## config.mk

```make
export PLATFORM = sky130hd
export DESIGN_NAME = mu_rst_seq
export DESIGN_NICKNAME = d
export VERILOG_FILES = /design/src/rtl/mu_rst_pkg.sv /design/src/rtl/mu_drsync.sv /design/src/rtl/mu_rst_seq.sv
export SDC_FILE = /design/constraint.sdc
export NUM_CORES = 1
export LEC_CHECK = 0
export CAP_MARGIN = 20
export CORE_AREA = 3 3 53 55
export DETAILED_ROUTE_END_ITERATION = 16
export DIE_AREA = 0 0 56 58
export PLACE_DENSITY = 0.72
export SYNTH_ARGS = -nofsm -noshare
export SYNTH_HDL_FRONTEND = slang
export SYNTH_HIERARCHICAL = 1
export SYNTH_SLANG_ARGS = --single-unit
```

## constraint.sdc

```tcl
create_clock -name clk -period 0.8 [get_ports clk]
set_input_delay 0.08 -clock clk [delete_from_list [all_inputs] [get_ports clk]]
set_output_delay 0.08 -clock clk [all_outputs]
set_load 0.05 [all_outputs]
```

## src/rtl/mu_rst_pkg.sv

```systemverilog
// Shared state encoding and width helper for the reset sequencer.
package mu_rst_pkg;

  typedef enum logic [1:0] {
    WAIT_LOCK = 2'd0,
    RELEASE   = 2'd1,
    RUN       = 2'd2,
    HOLD      = 2'd3
  } rst_state_e;

  // Counter width for a given terminal value, never narrower than one bit.
  function automatic int clog2_min1(input int value);
    return (value <= 2) ? 1 : $clog2(value);
  endfunction

endpackage

```

## src/rtl/mu_drsync.sv

```systemverilog
// Two-flop synchronizer with asynchronous active-low clear; used for both
// reset-release synchronization and lock-indication synchronization.
module mu_drsync (
  input  logic clk,
  input  logic nreset,
  input  logic in,
  output logic out
);

  logic s1_q;
  logic s2_q;

  always_ff @(posedge clk or negedge nreset) begin
    if (!nreset) begin
      s1_q <= 1'b0;
      s2_q <= 1'b0;
    end else begin
      s1_q <= in;
      s2_q <= s1_q;
    end
  end

  assign out = s2_q;

endmodule

```

## src/rtl/mu_rst_seq.sv

```systemverilog
// Reset sequencer: filters PLL lock, then releases nrst_out bits one at a time
// with HOLD_CYCLES spacing; lock loss or sw_rst re-asserts everything.
module mu_rst_seq
  import mu_rst_pkg::*;
#(
  parameter int N_OUT       = 4,
  parameter int HOLD_CYCLES = 16,
  parameter int LOCK_FILTER = 8
) (
  input  logic             clk,
  input  logic             nreset,
  input  logic             lock_async,
  input  logic             sw_rst,
  output logic [N_OUT-1:0] nrst_out,
  output logic             ready,
  output logic [1:0]       state_o
);

  localparam int HOLD_W = clog2_min1(HOLD_CYCLES);
  localparam int FILT_W = clog2_min1(LOCK_FILTER + 1);
  localparam int IDX_W  = clog2_min1(N_OUT);

  logic rst_n_s;
  logic lock_s;

  mu_drsync u_rst_sync (
    .clk    (clk),
    .nreset (nreset),
    .in     (1'b1),
    .out    (rst_n_s)
  );

  mu_drsync u_lock_sync (
    .clk    (clk),
    .nreset (rst_n_s),
    .in     (lock_async),
    .out    (lock_s)
  );

  rst_state_e        state_q;
  logic [N_OUT-1:0]  nrst_out_q;
  logic              ready_q;
  logic [HOLD_W-1:0] hold_q;
  logic [FILT_W-1:0] filt_q;
  logic [IDX_W-1:0]  idx_q;

  logic fault;
  logic hold_last;
  logic filt_last;
  logic idx_last;

  assign fault     = !lock_s || sw_rst;
  assign hold_last = (hold_q == HOLD_W'(HOLD_CYCLES - 1));
  assign filt_last = (filt_q == FILT_W'(LOCK_FILTER - 1));
  assign idx_last  = (idx_q == IDX_W'(N_OUT - 1));

  // A fault always beats a release scheduled on the same edge.
  always_ff @(posedge clk or negedge rst_n_s) begin
    if (!rst_n_s) begin
      state_q    <= WAIT_LOCK;
      nrst_out_q <= '0;
      ready_q    <= 1'b0;
    end else begin
      case (state_q)
        WAIT_LOCK: begin
          if (!sw_rst && lock_s && filt_last) state_q <= RELEASE;
        end
        RELEASE: begin
          if (fault) begin
            state_q    <= HOLD;
            nrst_out_q <= '0;
            ready_q    <= 1'b0;
          end else if (hold_last) begin
            nrst_out_q[idx_q] <= 1'b1;
            if (idx_last) begin
              state_q <= RUN;
              ready_q <= 1'b1;
            end
          end
        end
        RUN: begin
          if (fault) begin
            state_q    <= HOLD;
            nrst_out_q <= '0;
            ready_q    <= 1'b0;
          end
        end
        HOLD: begin
          if (!sw_rst && hold_last) state_q <= WAIT_LOCK;
        end
      endcase
    end
  end

  always_ff @(posedge clk or negedge rst_n_s) begin
    if (!rst_n_s) begin
      hold_q <= '0;
      filt_q <= '0;
      idx_q  <= '0;
    end else begin
      case (state_q)
        WAIT_LOCK: begin
          hold_q <= '0;
          idx_q  <= '0;
          if (sw_rst || !lock_s || filt_last) filt_q <= '0;
          else                                filt_q <= filt_q + FILT_W'(1);
        end
        RELEASE: begin
          filt_q <= '0;
          if (fault) begin
            hold_q <= '0;
            idx_q  <= '0;
          end else if (hold_last) begin
            hold_q <= '0;
            idx_q  <= idx_last ? '0 : idx_q + IDX_W'(1);
          end else begin
            hold_q <= hold_q + HOLD_W'(1);
          end
        end
        RUN: begin
          hold_q <= '0;
          filt_q <= '0;
          idx_q  <= '0;
        end
        HOLD: begin
          filt_q <= '0;
          idx_q  <= '0;
          // sw_rst restarts the hold window so it lasts HOLD_CYCLES after the last request.
          if (sw_rst || hold_last) hold_q <= '0;
          else                     hold_q <= hold_q + HOLD_W'(1);
        end
      endcase
    end
  end

  assign nrst_out = nrst_out_q;
  assign ready    = ready_q;
  assign state_o  = state_q;

endmodule

```

==> flow_summary.ini <==
[clock_network]
tritoncts.num_buffers = 3
cts.htree.levels = 1
root_buffer = sky130_fd_sc_hd__clkbuf_4
cts_tree = yes
clk_pin_slew_ns = 0.13
clock_latency_ns = 0.32
cts_max_path_buffers = 2
cts.sinks = 21

[outcome]
failed_checks = setup timing
outcome = complete, but fails checks

[critical_path]
critPathLaunch = state_o[0]
critPathMaxFanout = 4
worst_setup_start_kind = flip-flop
crit_arrival_ns = 1.76
worst-setup-path-type = flip-flop to flip-flop
worstPathRequired_ns = 1.02
crit-reg2reg-launch = state_o[0]
setup_crit_end_kind = flip-flop
worst-r2r-cell-count = 6
setup.reg_to_reg.worst_slack_ns = -0.74

[power_and_ir_drop]
power_frac_comb = 0.068
p_int_mw = 1.33
leakagePower_nw = 0.858
power.density_cell_area_nw_per_um2 = 941
vdd_ir_drop_max_v = 0.00141
clockPowerShare = 0.318
power.share.switching = 0.248
seqPwrFrac = 0.614
net-switching-power_mw = 0.438

[synth]
post_synth_instance_area_sq_um = 1090
postSynth.asyncResetShare = 1.00
yosys_most_used_dff = sky130_fd_sc_hd__dfrtp_1
synthesis.instances = 102
netlist-cell-type-count = 29
synth.avg_cell_area_sq_um = 10.7
ys.warnings.count = 6
edff_count_synth = 0
synthesis.nets = 116
synth.yosys.seq_area_share = 0.481
synth_seq_cells = 21

[placement]
finalWeightedCongestion = 0.768
dp_slack_ns = -0.771
placedCellCount = 172
place.port_buffers = 10
place.detailed.hpwl_microns = 1810

[timing]
slew_viol_final = 0
rsz_0062_raised_after_global_routing = true
final_min_period_over_clock_period = 1.93
clock-skew-final_ns = 0.00426
final.setup.worst_slack_ns = -0.742
timing.final.setup_violations = 24
final.min_clock_period_ns = 1.54
clock.fmax_ghz = 0.648
hold_violations = 0

[detailed_routing]
detail-route-antenna-nets = 0
routed-via-count = 978
drt_iter0_drc = 23
drc = 0
detail_route.first_pass.iterations = 4
post_drt_via_cell_ratio = 5.12
totalWireLength_microns = 2900
average_wire_per_standard_cell_microns = 15.2

[cells_and_area]
multiInputGateArea_sq_um = 673
finish.net_count = 176
areaGrowthSynthToFinish_pct = 71.4
final_cells = 191
seqCellArea_sq_um = 528
post_route_cells_drive_above_1_share = 0.553
share_of_the_core_filled_with_cells = 0.771
n_antenna_cell = 0
nFillCells = 160

[global_routing]
grt_pass1_vias = 1007
largest_net_degree_at_the_start_of_global_routing = 14
grt_antenna_before_repair = 0
grt_first_pass_wirelength_microns = 4300
grt_usage = 0.171
grt_overflow_total = 0

[floorplanning]
die_area_sq_um = 3250
die_w_microns = 56
floorplan.core_area_sq_um = 2430
num_io_pins = 11
fp-row-count = 18
initial_utilization = 0.450
die_height_microns = 58

[min_path]
timing.hold.worst.class = flip-flop to asynchronous set/reset pin

[run]
maxCapViolations = 0
power by group through the flow:
stage	combinational (mW)	sequential, mW	clock (mW)
detailed placement	0.101	1.10	0
CTS	0.116	1.08	0.580
global route	0.131	1.09	0.613
finish	0.120	1.08	0.560
global placement	0.0972	1.10	0
floorplan	0.0297	1.12	0
cell families after synthesis:
group                    synth area share
AO/OA/AOI/OAI                       0.119
XOR/XNOR                           0.0320
adder cells (fa/ha/maj)             0.114
buffers and inverters              0.0320
flip-flops                          0.481
multiplexers                       0.0412
other                             0.00343
AND/OR/NAND/NOR                     0.177
registers in the layout (all words and copies together) (netlist names):
register and cells:
ready 1, hold_q 4, u_rst_sync/out 1, idx_q 2
nrst_out 4, filt_q 4, u_rst_sync/s1_q 1, u_lock_sync/s1_q 1
u_lock_sync/out 1, state_o 2
through the flow:
step | instance area, sq um | power (mW) | setup TNS (ns) | hold slack [ns]
2_1_floorplan | 1130 | 1.15 | -10.16 | -0.216
3_3_place_gp | 1570 | 1.20 | -9.39 | 0.165
3_5_place_dp | 1570 | 1.20 | -10.41 | 0.170
4_1_cts | 1730 | 1.78 | -10.97 | 0.175
5_1_grt | 1870 | 1.83 | -12.37 | 0.191
6_report | 1870 | 1.76 | -11.50 | 0.169
synth_stat cells, types with 2 or more instances:
| cell type | number | share of area |
|---|---|---|
| sky130_fd_sc_hd__a21oi_1 | 3 | 0.014 |
| sky130_fd_sc_hd__a31oi_1 | 5 | 0.029 |
| sky130_fd_sc_hd__and3_2 | 2 | 0.014 |
| sky130_fd_sc_hd__dfrtp_1 | 21 | 0.48 |
| sky130_fd_sc_hd__ha_1 | 10 | 0.11 |
| sky130_fd_sc_hd__inv_1 | 6 | 0.021 |
| sky130_fd_sc_hd__mux2i_1 | 3 | 0.027 |
| sky130_fd_sc_hd__nand2_1 | 9 | 0.031 |
| sky130_fd_sc_hd__nand2b_1 | 2 | 0.011 |
| sky130_fd_sc_hd__nand3_1 | 3 | 0.014 |
| sky130_fd_sc_hd__nor2_1 | 9 | 0.031 |
| sky130_fd_sc_hd__nor2b_1 | 5 | 0.029 |
| sky130_fd_sc_hd__nor3_1 | 2 | 0.0092 |
| sky130_fd_sc_hd__o21ai_0 | 5 | 0.023 |
| sky130_fd_sc_hd__xor2_1 | 3 | 0.024 |
final timing paths:
kind	endpoint
max in group asynchronous	u_rst_sync/out
min in group clk	u_lock_sync/s1_q
setup / recovery	state_o[1]
setup reg to reg	state_o[1]
hold / removal	filt_q[3]
hold reg to reg	filt_q[3]
critical path, cell delays in order, from the launching register on:
cell and delay [ns]:
sky130_fd_sc_hd__dfrtp_2 0.49, sky130_fd_sc_hd__inv_4 0.07, sky130_fd_sc_hd__ha_4 0.18, sky130_fd_sc_hd__nand2b_4 0.14, sky130_fd_sc_hd__o221ai_4 0.15, sky130_fd_sc_hd__nand3_2 0.10
sky130_fd_sc_hd__mux2_4 0.30
routing by layer:
metal  track usage  vias up  share of wire
li1              -      466              -
met1         0.180      481           0.39
met2         0.336       21           0.55
met3        0.0267       10          0.022
met4        0.0678        0          0.029
met5             0        -              0
placed cells by master (no fill, tap or decap), drive strengths merged, types with 2 or more instances in the layout:
master and count:
mux2i 3, nand3 5, a21oi 4, nand2b 2, nor2 9, a31oi 5, ha 10, clkdlybuf4s50 3
xor2 3, nor2b 5, dfrtp 21, clkbuf 3, and3 3, inv 6, o21ai 5, nor3 2
nand2 9, buf 53
layout make-up:
| type | count | area share |
|---|---|---|
| Multi-Input combinational cell | 73 | 0.359 |
| Clock inverter | 1 | 0.00401 |
| Timing Repair Buffer | 57 | 0.308 |
| Sequential cell | 21 | 0.282 |
| Tap cell | 30 | 0.0200 |
| Inverter | 6 | 0.0147 |
| Clock buffer | 3 | 0.0120 |
repair_timing:
action | 4_1_cts | 5_1_grt
cloned | 0 | 1
pin swaps | 5 | 16
setup buffers | 7 | 7
endpoints found under the hold margin | 2 | 0
setup endpoints to repair | 24 | 24
resized for setup | 18 | 27
hold buffers | 1 | 0
Power figures use the tool's default switching activity.
==> RTL change, RTL diff (same settings) <==
The parameter `LOCK_FILTER` goes from 8 to 9.
--- a/src/rtl/mu_rst_seq.sv
+++ b/src/rtl/mu_rst_seq.sv
@@ -5,7 +5,7 @@
 #(
   parameter int N_OUT       = 4,
   parameter int HOLD_CYCLES = 16,
-  parameter int LOCK_FILTER = 8
+  parameter int LOCK_FILTER = 9
 ) (
   input  logic             clk,
   input  logic             nreset,
Check against the original RTL: same outputs for any inputs over 10 cycles, from zero or initial values and one cycle with nreset low; that may be too few to reach the edited logic, so the function may still have changed.
==> RTL change against the unedited design <==
- the run still ends with setup timing left
- first-iteration DRC count is the same
- final area shrank 2.8%
- clock power shrank 8.6%
- power shrank 2.2%
- sequential share of layout area grew 0.81 points
- synthesized area grew 0.46%
- global-route usage shrank 0.96 points
- cell count shrank 2.1%
- setup slack lost 0.0074 ns
- sequential cell count is the same
- wire length shrank 13%
- hold slack lost 0.066 ns
- critical path type unchanged
- critical endpoint unchanged
- largest power group unchanged
- highest routed layer unchanged
==> RTL change: results (changes against the unedited design) <==
** Yosys
- The xor-xnor portion of the synthesized cell area was 3.189% (-0.015 points).
- The sequential-to-total area share from yosys stat was 47.84% (-0.22 points).
- The post-synthesis share of cell area spent on full adders, half adders and majority gates came to 12.53% (+1.1 points).
- Post-Syn Nets :: 120 (+3.4%)
- The compound-gate portion of the synthesized area came to 11.16% (-0.74 points).
- Mux cell area share after synthesis :: 4.100% (-0.019 points)

** Finish
- Number of ordinary and repair buffers in the finished layout :: 50 (-12%)
- Non-clock buffer area fraction after layout :: 29.12% (-1.7 points)
- The flip-flop and latch count was 21 (unchanged).
- The number of non-clock inverters is 7 (+1).
- The fill cell instance count of the final layout was 159 (-0.63%).
- Sequential fraction of total cell area :: 28.98% (+0.81 points)

** STA
- The worst path setup slack after routing is -0.7499 ns (-0.007416 ns).
- Sum Neg Setup Slack :: -10.64 ns (+0.8634 ns)
- The final setup violation count was 24 (unchanged).

** Global route
- The global routing met1 resource utilization was 17.26% (-0.75 points).
- Number of global-route vias before repair :: 996 (-1.1%)
- The global routing usage summed across all routing layers was 16.09% (-0.96 points).

** Detailed routing
- Drt pass-1 iters :: 2 (-2)
- Routed metal-1 wirelength :: 997 um (-13%)
- The number of vias after detailed routing was 931 (-4.8%).
- Number of vias per cell after detailed routing :: 4.979 (-2.8%)
- Sum of met3 wire segment lengths after detailed routing :: 52 um (-17%)

** Power and ir drop
- Relative contribution of combinational cells to total power :: 7.3% (+0.5 points)
- The relative contribution of the clock network to total power was 29.7% (-2.1 points).
- Internal power :: 1.327 mW (+0.15%)
- The total chip power was 1.724 mW (-2.2%).
- Leak pwr :: 0.8111 nW (-5.5%)

** Placement
- The HPWL after detailed placement came to 1718 um (-5.3%).
- The total instance count after detailed placement came to 173 (+0.58%).
- Instance area after placement :: 1564 um^2 (-0.32%)

** CTS
- Insertion delay to the later sink of the worst-skew pair :: 0.30 ns (-0.02 ns)
- Post-CTS setup buffers :: 4 (-3)

** Status
- The run finished, with violations left.
- The final reports fail on setup timing.

** Critical path
- R2R cell count :: 5 (-1)
## RTL change: kinds of logic (layout without fill, tap and decap cells)
family,after synthesis,after routing
adders and majority gates,11,11
buffers and inverters,9,61
muxes,4,4
and+or+nand+nor,36,36
other,1,1
xor gates and xnor gates,4,4
DFF,21,21
AOI/OAI and AO/OA,19,19
## RTL change: path summary, 6_finish.rpt
path | endpoint | from | slack, ns
hold reg to reg | hold_q[0]$_DFF_PN0_ | u_rst_sync/out$_DFF_PN0_ | 0.10
setup / recovery | state_o[1]$_DFFE_PN0P_ | state_o[1]$_DFFE_PN0P_ | -0.75
min in group clk | u_lock_sync/s1_q$_DFF_PN0_ | lock_async | 0.22
setup reg to reg | state_o[1]$_DFFE_PN0P_ | state_o[1]$_DFFE_PN0P_ | -0.75
hold / removal | hold_q[0]$_DFF_PN0_ | u_rst_sync/out$_DFF_PN0_ | 0.10
max in group asynchronous | u_rst_sync/out$_DFF_PN0_ | nreset | 0.24
